**src/rtl/xy_dac_tx.sv**
```systemverilog
// xy_dac_tx: serial X/Y DAC transmitter; define DAC_SKIP_DUP_EN to skip frames for unchanged channels
module xy_dac_tx #(
  parameter int CLK_DIV   = 2,
  parameter int FRAME_GAP = 2
) (
  input  logic       clk,
  input  logic       reset,
  input  logic [7:0] x,
  input  logic [7:0] y,
  input  logic       in_valid,
  output logic       in_ready,
  output logic       dac_sclk,
  output logic       dac_din,
  output logic       dac_cs_n,
  output logic       dac_ldac_n
);
  typedef enum logic [2:0] {IDLE, SHIFT_X, GAP, SHIFT_Y, LOAD} state_t;
  localparam logic [15:0] DIV_END  = 16'(CLK_DIV - 1);
  localparam logic [15:0] GAP_END  = 16'(FRAME_GAP * CLK_DIV - 1);
  localparam logic [15:0] LOAD_END = 16'(2 * CLK_DIV - 1);
  state_t      state_q, state_d;
  logic [15:0] cnt_q, cnt_d;
  logic [3:0]  bit_q, bit_d;
  logic        phase_q, phase_d;
  logic [7:0]  x_q, x_d, y_q, y_d;
  logic        skip_y_q, skip_y_d;
  logic        in_ready_q, in_ready_d, sclk_q, sclk_d, din_q, din_d;
  logic        cs_n_q, cs_n_d, ldac_n_q, ldac_n_d;
  logic        accept, skip_x, skip_y, shifting, bit_end;
  logic [11:0] word;
  assign accept   = (state_q == IDLE) & in_valid & in_ready_q;
  assign shifting = (state_q == SHIFT_X) | (state_q == SHIFT_Y);
  assign bit_end  = (cnt_q == DIV_END) & phase_q & (bit_q == 4'd0);
`ifdef DAC_SKIP_DUP_EN
  logic [7:0] last_x_q, last_x_d, last_y_q, last_y_d;
  logic       sent_q, sent_d;
  assign skip_x = sent_q & (x == last_x_q);
  assign skip_y = sent_q & (y == last_y_q);
  // Track the values the DAC currently holds so repeated coordinates can be elided
  always_comb begin
    last_x_d = accept ? x : last_x_q;
    last_y_d = accept ? y : last_y_q;
    sent_d   = sent_q | accept;
  end
  // Last-sent registers; cleared so the first point after reset is always sent
  always_ff @(posedge clk) begin
    if (!reset) begin
      last_x_q <= '0;
      last_y_q <= '0;
      sent_q   <= 1'b0;
    end else begin
      last_x_q <= last_x_d;
      last_y_q <= last_y_d;
      sent_q   <= sent_d;
    end
  end
`else
  assign skip_x = 1'b0;
  assign skip_y = 1'b0;
`endif
  // State register with divider, bit counter and latched point
  always_ff @(posedge clk) begin
    if (!reset) begin
      state_q  <= IDLE;
      cnt_q    <= '0;
      bit_q    <= '0;
      phase_q  <= 1'b0;
      x_q      <= '0;
      y_q      <= '0;
      skip_y_q <= 1'b0;
    end else begin
      state_q  <= state_d;
      cnt_q    <= cnt_d;
      bit_q    <= bit_d;
      phase_q  <= phase_d;
      x_q      <= x_d;
      y_q      <= y_d;
      skip_y_q <= skip_y_d;
    end
  end
  // Next-state: frames in order X, gap, Y, load; skipped frames bypass the gap
  always_comb begin
    state_d = state_q;
    case (state_q)
      IDLE:    if (accept) state_d = (skip_x & skip_y) ? IDLE : skip_x ? SHIFT_Y : SHIFT_X;
      SHIFT_X: if (bit_end) state_d = skip_y_q ? LOAD : GAP;
      GAP:     if (cnt_q == GAP_END) state_d = SHIFT_Y;
      SHIFT_Y: if (bit_end) state_d = LOAD;
      LOAD:    if (cnt_q == LOAD_END) state_d = IDLE;
      default: state_d = IDLE;
    endcase
  end
  // Divider restarts on every state change; bit counter reloads to 11 outside a frame
  always_comb begin
    cnt_d    = (state_q == IDLE || state_d != state_q || (shifting && cnt_q == DIV_END)) ? 16'd0 : cnt_q + 16'd1;
    phase_d  = (!shifting || state_d != state_q) ? 1'b0 : (cnt_q == DIV_END) ? ~phase_q : phase_q;
    bit_d    = (!shifting || state_d != state_q) ? 4'd11 : (cnt_q == DIV_END && phase_q) ? bit_q - 4'd1 : bit_q;
    x_d      = accept ? x : x_q;
    y_d      = accept ? y : y_q;
    skip_y_d = accept ? skip_y : skip_y_q;
  end
  // Pin values for the next cycle; the extra cycle keeps in_ready aligned with ldac_n rising
  always_comb begin
    word       = (state_q == SHIFT_Y) ? {4'b0100, y_q} : {4'b0000, x_q};
    in_ready_d = (state_q == IDLE) & ~accept;
    sclk_d     = shifting & phase_q;
    din_d      = shifting & word[bit_q];
    cs_n_d     = ~shifting;
    ldac_n_d   = state_q != LOAD;
  end
  // Registered pins so the link is glitch-free
  always_ff @(posedge clk) begin
    if (!reset) begin
      in_ready_q <= 1'b1;
      sclk_q     <= 1'b0;
      din_q      <= 1'b0;
      cs_n_q     <= 1'b1;
      ldac_n_q   <= 1'b1;
    end else begin
      in_ready_q <= in_ready_d;
      sclk_q     <= sclk_d;
      din_q      <= din_d;
      cs_n_q     <= cs_n_d;
      ldac_n_q   <= ldac_n_d;
    end
  end
  assign in_ready   = in_ready_q;
  assign dac_sclk   = sclk_q;
  assign dac_din    = din_q;
  assign dac_cs_n   = cs_n_q;
  assign dac_ldac_n = ldac_n_q;
endmodule
```
**config.mk**
```make
export PLATFORM = sky130hd
export DESIGN_NAME = xy_dac_tx
export DESIGN_NICKNAME = d
export VERILOG_FILES = /design/src/rtl/xy_dac_tx.sv
export SDC_FILE = /design/constraint.sdc
export NUM_CORES = 1
export LEC_CHECK = 0
export ABC_AREA = 1
export BUFFER_PORTS_ARGS = -buffer_cell sky130_fd_sc_hd__buf_2
export CAP_MARGIN = 20
export CORE_MARGIN = 5
export CORE_UTILIZATION = 57
export DETAILED_ROUTE_END_ITERATION = 10
export PLACE_DENSITY = 0.78
export SYNTH_ARGS = -nofsm -noshare
export SYNTH_HDL_FRONTEND = slang
export SYNTH_SLANG_ARGS = --single-unit
```
**constraint.sdc**
```tcl
create_clock -name clk -period 2.22 [get_ports clk]
set_clock_uncertainty 0.05 [all_clocks]
set_input_delay 0.222 -clock clk [delete_from_list [all_inputs] [get_ports clk]]
set_output_delay 0.222 -clock clk [all_outputs]
set_load 0.005 [all_outputs]
```
==> metrics.md, run 1 <==
| Metric | Value |
|---|---|
| Outcome | `finished clean` |
| Post-CTS Resized | `0` |
| Peak supply drop | `0.419 mV` |
| Synthesized cell area | `2150 um2` |
| Pwr/cell area | `635 nW/um2` |
| Critical path's largest stage delay | `450 ps` |
| Initial antenna violation count | `0` |
| CP Data Required Time | `2400 ps` |
| Part of the Yosys area used for sequential elements | `41.8%` |
| Die ar. | `5110 um2` |
| # fillers | `346` |
| Clock Pin Slew Worst Setup and Hold Paths | `70 ps` |
| Inst Count DP | `365` |
| CTS max path bufs | `2` |
| Worst-path cell chain | `inv_1, ha_1, inv_1, nor2_1, nand4_2, nor2_1, nor2_2, nand3_4, nor2_1` |
| Nets | `347` |
| Post-route clock period utilization | `78.5%` |
| Clock buffer count from CTS | `5` |
| PortBufs | `23` |
| Worst setup EP type | `flip-flop` |
| Post-synthesis cell count | `299` |
| Routed WL per cell | `11.3 um` |
| Core area | `3660 um2` |
| Worst skew pair latency | `290 ps` |
| Die Wd | `71.5 um` |
| Endpoints failing setup | `0` |
| Vias/cell | `5.09` |
| Row count | `22` |
| Setup CP Type | `reg -> reg` |
| CP startpoint kind | `flip-flop` |
| Worst Max-Slew Pin Slew | `622 ps` |
| Max-cap violations | `0` |
| GRT overflow | `0` |
| TritonCTS clock tree | `built` |
| First DRT Iteration DRCs | `83` |
| Post-Layout Cell Count | `373` |
| Max_slew headroom | `58.5%` |
| Tmin final | `1740 ps` |
| Share of cells above drive strength 1 | `14.8%` |
| GPL Wtd Cong | `0.888` |
| Setup Buffers After CTS | `0` |
| Largest net degree at the start of global routing | `21` |
| DR vias | `1,898` |
| RSZ-0062 raised after global routing | `false` |
| ANT cells | `0` |
| Routed wire length | `4220 um` |
| Synth unique cells | `30` |
| Residual DRC | `0` |
| Max-slew violations | `0` |
| All-Layer GR Usage | `18.0%` |
| CP arrival | `1920 ps` |
| Fmax achieved | `574 MHz` |
| CP delay by family, top | `simple AND/OR/NAND/NOR gates` |
| Detail Route Antenna Nets | `0` |
| Root Buffer | `clkbuf_8` |
| Hold Fails Final Rpt | `0` |
| Buffers plus inverters on the worst setup path | `2` |
| Setup_tns | `0 ps` |
| Syn avg cell area | `7.21 um2` |
| Most frequent CP cell | `nor2_1` |
| Layout Area Growth over Synthesis | `10.4%` |
| Die Ht | `71.5 um` |
| Initial Utilization | `58.9%` |
| Sink Count | `45` |
| Post-synthesis register bit count | `45` |
| Slowest CP cell | `dfxtp_1` |
| First-pass GRT wire length | `7290 um` |
| Hold-fix buffers, CTS | `0` |
| Vias in the first global route | `1,788` |
| CTS HTree Levels | `2` |
| R2R Setup Slk | `480 ps` |
| Detail Placement HPWL | `3220 um` |
| I/O pin count | `24` |
| TritonRoute pass-1 iters | `4` |
| CP max FO | `16` |
| Min-Delay Path Class | `in -> reg` |
| Synth warn | `0` |
| Post-synthesis net count | `322` |
| Leak Pwr | `0.960 nW` |
-- per-layer routing --
metal  up-vias  GRT usage, %  part of all wire, %
met1       858          19.5                   45
li1       1005             -                    -
met4         0          7.31                  1.8
met3         7          6.03                  3.8
met5         -             0                    0
met2        28          31.9                   49
-- tightest hold or removal path: stages --
cell	delay [ps]
buf_2	90
nand2_1	50
a21oi_1	50
-- power by group --
part | leakage (nW) | internal, W | switching (W)
logic | 0.554 | 0.0000646 | 0.000104
clock network | 0.0395 | 0.000224 | 0.000252
registers | 0.367 | 0.000842 | 0.0000252
-- stage by stage --
| step | hold slack, ps | setup WS [ps] | cell area [um2] | util, % | power, W |
|---|---|---|---|---|---|
| after global placement | 397 | 556 | 2300 | 62.8 | 0.00105 |
| after CTS | 107 | 464 | 2380 | 65.0 | 0.00153 |
| after detailed placement | 407 | 485 | 2300 | 62.8 | 0.00106 |
| final | 119 | 478 | 2380 | 65.0 | 0.00151 |
| after global routing | 111 | 273 | 2380 | 65.0 | 0.00160 |
| after floorplan | 248 | 635 | 2150 | - | 0.00101 |
-- placed cells by master (no fill, tap or decap), types with 5 or more instances in the layout --
| cell type | synthesis | final |
|---|---|---|
| clkbuf_8 | 0 | 5 |
| dfxtp_1 | 45 | 45 |
| nor2_2 | 5 | 5 |
| nor3_1 | 6 | 6 |
| nand2_1 | 77 | 77 |
| a21oi_1 | 22 | 22 |
| nand3_1 | 17 | 17 |
| inv_1 | 34 | 34 |
| xor2_1 | 6 | 6 |
| buf_2 | 1 | 23 |
| xnor2_1 | 5 | 5 |
| o21ai_0 | 6 | 6 |
| nand4_1 | 6 | 6 |
| nor2_1 | 39 | 39 |
-- worst paths after layout --
check / start / endpoint / depth (start not counted)
hold reg to reg: y_q[1]$_SDFFE_PN0P_ / y_q[1]$_SDFFE_PN0P_ / 2
setup reg to reg: bit_q[0]$_SDFFE_PN0P_ / cnt_q[10]$_SDFF_PP0_ / 9
setup / recovery: bit_q[0]$_SDFFE_PN0P_ / cnt_q[10]$_SDFF_PP0_ / 9
hold / removal: x[2] / x_q[2]$_SDFFE_PN0P_ / 3
-- cell type report --
class                           count  area (um2)  share of cell area (%)
Clock buffer                        8        80.1                    3.37
Inverter                           36         135                    5.68
Multi-Input combinational cell    211        1070                    45.1
Sequential cell                    45         901                    37.9
Tap cell                           48        60.1                    2.52
Timing Repair Buffer               25         130                    5.47
-- kinds of logic (layout without fill, tap and decap cells) --
logic type / Yosys count / after routing / synth area share (%)
buf+inv: 43 / 69 / 8.42
flops: 45 / 45 / 41.8
xor+xnor: 11 / 11 / 4.47
compound gates: 35 / 35 / 9.06
simple gates: 161 / 161 / 33.9
fa+ha+maj: 4 / 4 / 2.32
-- Yosys cell counts (all sizes together) --
cell    count  area (um2)
xnor2       5        43.8
nand3b      1        7.51
o21ai       7        38.8
a21oi      22         110
nor2       45         189
nand3      22         143
nand4       7        50.1
a31oi       3        18.8
o211ai      3        27.5
buf         5        38.8
clkbuf      2        7.51
xor2        6        52.6
nand2      78         295
nor4        1        6.26
ha          4        50.1
inv        36         135
dfxtp      45         901
nor3        7        40.0
-- registers in the layout, indices dropped and copies added, names as in the netlist --
register    cells
bit_q           4
y_q             8
in_ready        1
x_q             8
dac_ldac_n      1
dac_din         1
phase_q         1
state_q         3
cnt_q          16
dac_sclk        1
dac_cs_n        1
Note: power is estimated with default switching activity, not from simulation.
==> run 2: changes to the inputs <==
==> constraint.sdc (replaced) <==
create_clock -name clk -period 1.8 [get_ports clk]
set_clock_uncertainty 0.05 [all_clocks]
set_input_delay 0.18 -clock clk [delete_from_list [all_inputs] [get_ports clk]]
set_output_delay 0.18 -clock clk [all_outputs]
set_load 0.005 [all_outputs]
==> run 2 against run 1 <==
- sequential cell count unchanged
- critical endpoint is now bit_q[0]$_SDFFE_PN0P_
- cell count is 1.6% higher
- highest routed layer unchanged
- die area did not move
- critical path depth is 2 higher
- clock-buffer cell count down 2
- largest cell class unchanged
==> metrics.md, run 2 (synthesis results as in run 1) <==
| Metric | Value |
|---|---|
| Die ar. | `5110 um2` |
| Highest routed layer | `met4` |
| TritonRoute pass-1 iters | `7` |
| Residual DRC | `0` |
| Worst-path cell chain | `nor2_1, nand2_1, nor2_4, nand2_1, inv_1, nand2_1, inv_2, buf_4, buf_4, nand2_1, a31oi_1` |
| Detail Placement HPWL | `3180 um` |
| Routed WL per cell | `11.4 um` |
| Core area | `3660 um2` |
| Detail Route Antenna Nets | `0` |
| Leak Pwr | `1.00 nW` |
| Util after Layout | `68.0%` |
| Met3 wire len | `177 um` |
| CP delay by family, top | `simple AND/OR/NAND/NOR gates` |
| Post-route clock period utilization | `88.9%` |
| Outcome | `finished clean` |
| Vias in the first global route | `1,774` |
| Vias/cell | `5.03` |
| Hold_ws | `65.4 ps` |
| Nets | `353` |
| Clock Pin Slew Worst Setup and Hold Paths | `80 ps` |
| GRT overflow | `0` |
| Peak supply drop | `0.624 mV` |
| CTS HTree Levels | `2` |
| Most frequent CP cell | `nand2_1` |
| R2R Setup Slk | `200 ps` |
| GPL Wtd Cong | `0.822` |
| Met2 wire len | `2140 um` |
| Routed wire length | `4320 um` |
| R2r worst-path depth | `11` |
| WHS Path Cells | `3` |
| Tmin final | `1600 ps` |
| Initial antenna violation count | `0` |
| Clock buffer count from CTS | `5` |
| Worst skew pair latency | `300 ps` |
| Largest net degree at the start of global routing | `21` |
| Share of cells above drive strength 1 | `19.3%` |
| PnR Total Power | `0.00208 W` |
| First-pass GRT wire length | `7470 um` |
| Most frequent cells in the layout | `77 x nand2_1, 42 x dfxtp_1, 37 x nor2_1` |
| Layout Area Growth over Synthesis | `15.5%` |
| Critical path's largest stage delay | `360 ps` |
| Max-cap violations | `0` |
| Hold-fix buffers, CTS | `0` |
| ANT cells | `0` |
| Min-Delay Path Class | `in -> reg` |
| CP Data Required Time | `1980 ps` |
| All-Layer GR Usage | `18.2%` |
| Setup CP Type | `reg -> reg` |
| Max-slew violations | `0` |
| Top reg by flops | `cnt_q` |
| Inst Count DP | `368` |
| Die Wd | `71.5 um` |
| Row count | `22` |
| Worst Max-Slew Pin Slew | `629 ps` |
| PortBufs | `23` |
| DR vias | `1,907` |
| Crit path depth | `11` |
| Fmax achieved | `625 MHz` |
| I/O pin count | `24` |
| First DRT Iteration DRCs | `65` |
| CP startpoint kind | `flip-flop` |
| CP max FO | `6` |
| Wl on met1 | `1910 um` |
| Slowest CP cell | `dfxtp_1` |
| CP arrival | `1780 ps` |
| TritonCTS clock tree | `built` |
| Post-Layout Cell Count | `379` |
| Endpoints failing setup | `0` |
| Die Ht | `71.5 um` |
| Max_slew headroom | `58.0%` |
| Buffers plus inverters on the worst setup path | `4` |
| Largest regs | `cnt_q (16), x_q (8), y_q (8)` |
| Worst setup EP type | `flip-flop` |
| Pwr/cell area | `837 nW/um2` |
| Sink Count | `45` |
| Most common cell after layout, fill and taps aside | `nand2_1` |
| Root Buffer | `clkbuf_8` |
| Hold Fails Final Rpt | `0` |
| Max reg flops | `16` |
| Initial Utilization | `58.9%` |
| CTS max path bufs | `2` |
## run 2: cell types whose count changed in the layout (fill, tap and decap cells not counted), sizes merged
cell	previous run	this run
bufinv	0	1
clkbuf	8	6
inv	36	35
buf	25	31
clkinvlp	0	2
## run 2: timing repair
action	4_1_cts	5_1_grt
gates resized for setup	0	9
endpoints found under the setup margin	0	3
buffers inserted	0	3
## run 2: worst register-to-register path: stages (launching register included)
cell	delay (ps)
dfxtp_1	360
nor2_1	120
nand2_1	100
nor2_4	160
nand2_1	90
inv_1	80
nand2_1	80
inv_2	100
buf_4	120
buf_4	90
nand2_1	40
a31oi_1	150
## run 2: layout make-up
cell class	count	area, um2
tap	48	60.1
sequential	45	905
inverter	36	139
timing repair buffer	31	175
clock inverter	2	37.5
fill	316	1170
clock buffer	6	82.6
multi-input combinational	211	1090
## run 2: report_power, final
group | internal (W) | switching (W)
Combinational | 0.0000877 | 0.000137
Clock | 0.000451 | 0.000345
Sequential | 0.00104 | 0.0000232
## run 2: layer usage
| layer | track usage, % | up-vias |
|---|---|---|
| met1 | 20.2 | 855 |
| li1 | - | 1010 |
| met3 | 4.35 | 9 |
| met5 | 0 | - |
| met2 | 33.3 | 33 |
| met4 | 6.68 | 0 |
## run 2: worst paths after layout
check | startpoint | to
worst min-delay path | y[3] | y_q[3]$_SDFFE_PN0P_
worst max-delay path | cnt_q[11]$_SDFF_PP0_ | bit_q[0]$_SDFFE_PN0P_
worst max register to register | cnt_q[11]$_SDFF_PP0_ | bit_q[0]$_SDFFE_PN0P_
worst min register to register | cnt_q[0]$_SDFF_PP0_ | cnt_q[0]$_SDFF_PP0_
## run 2: metrics by stage
| stage | cell area [um2] | setup WS (ps) | TNS (ps) |
|---|---|---|---|
| finish | 2490 | 200 | 0 |
| global route | 2490 | -3.27 | -3.27 |
| CTS | 2440 | 83.0 | 0 |
| detailed placement | 2320 | 96.1 | 0 |
| global placement | 2320 | 124 | 0 |
| floorplan | 2150 | 215 | 0 |
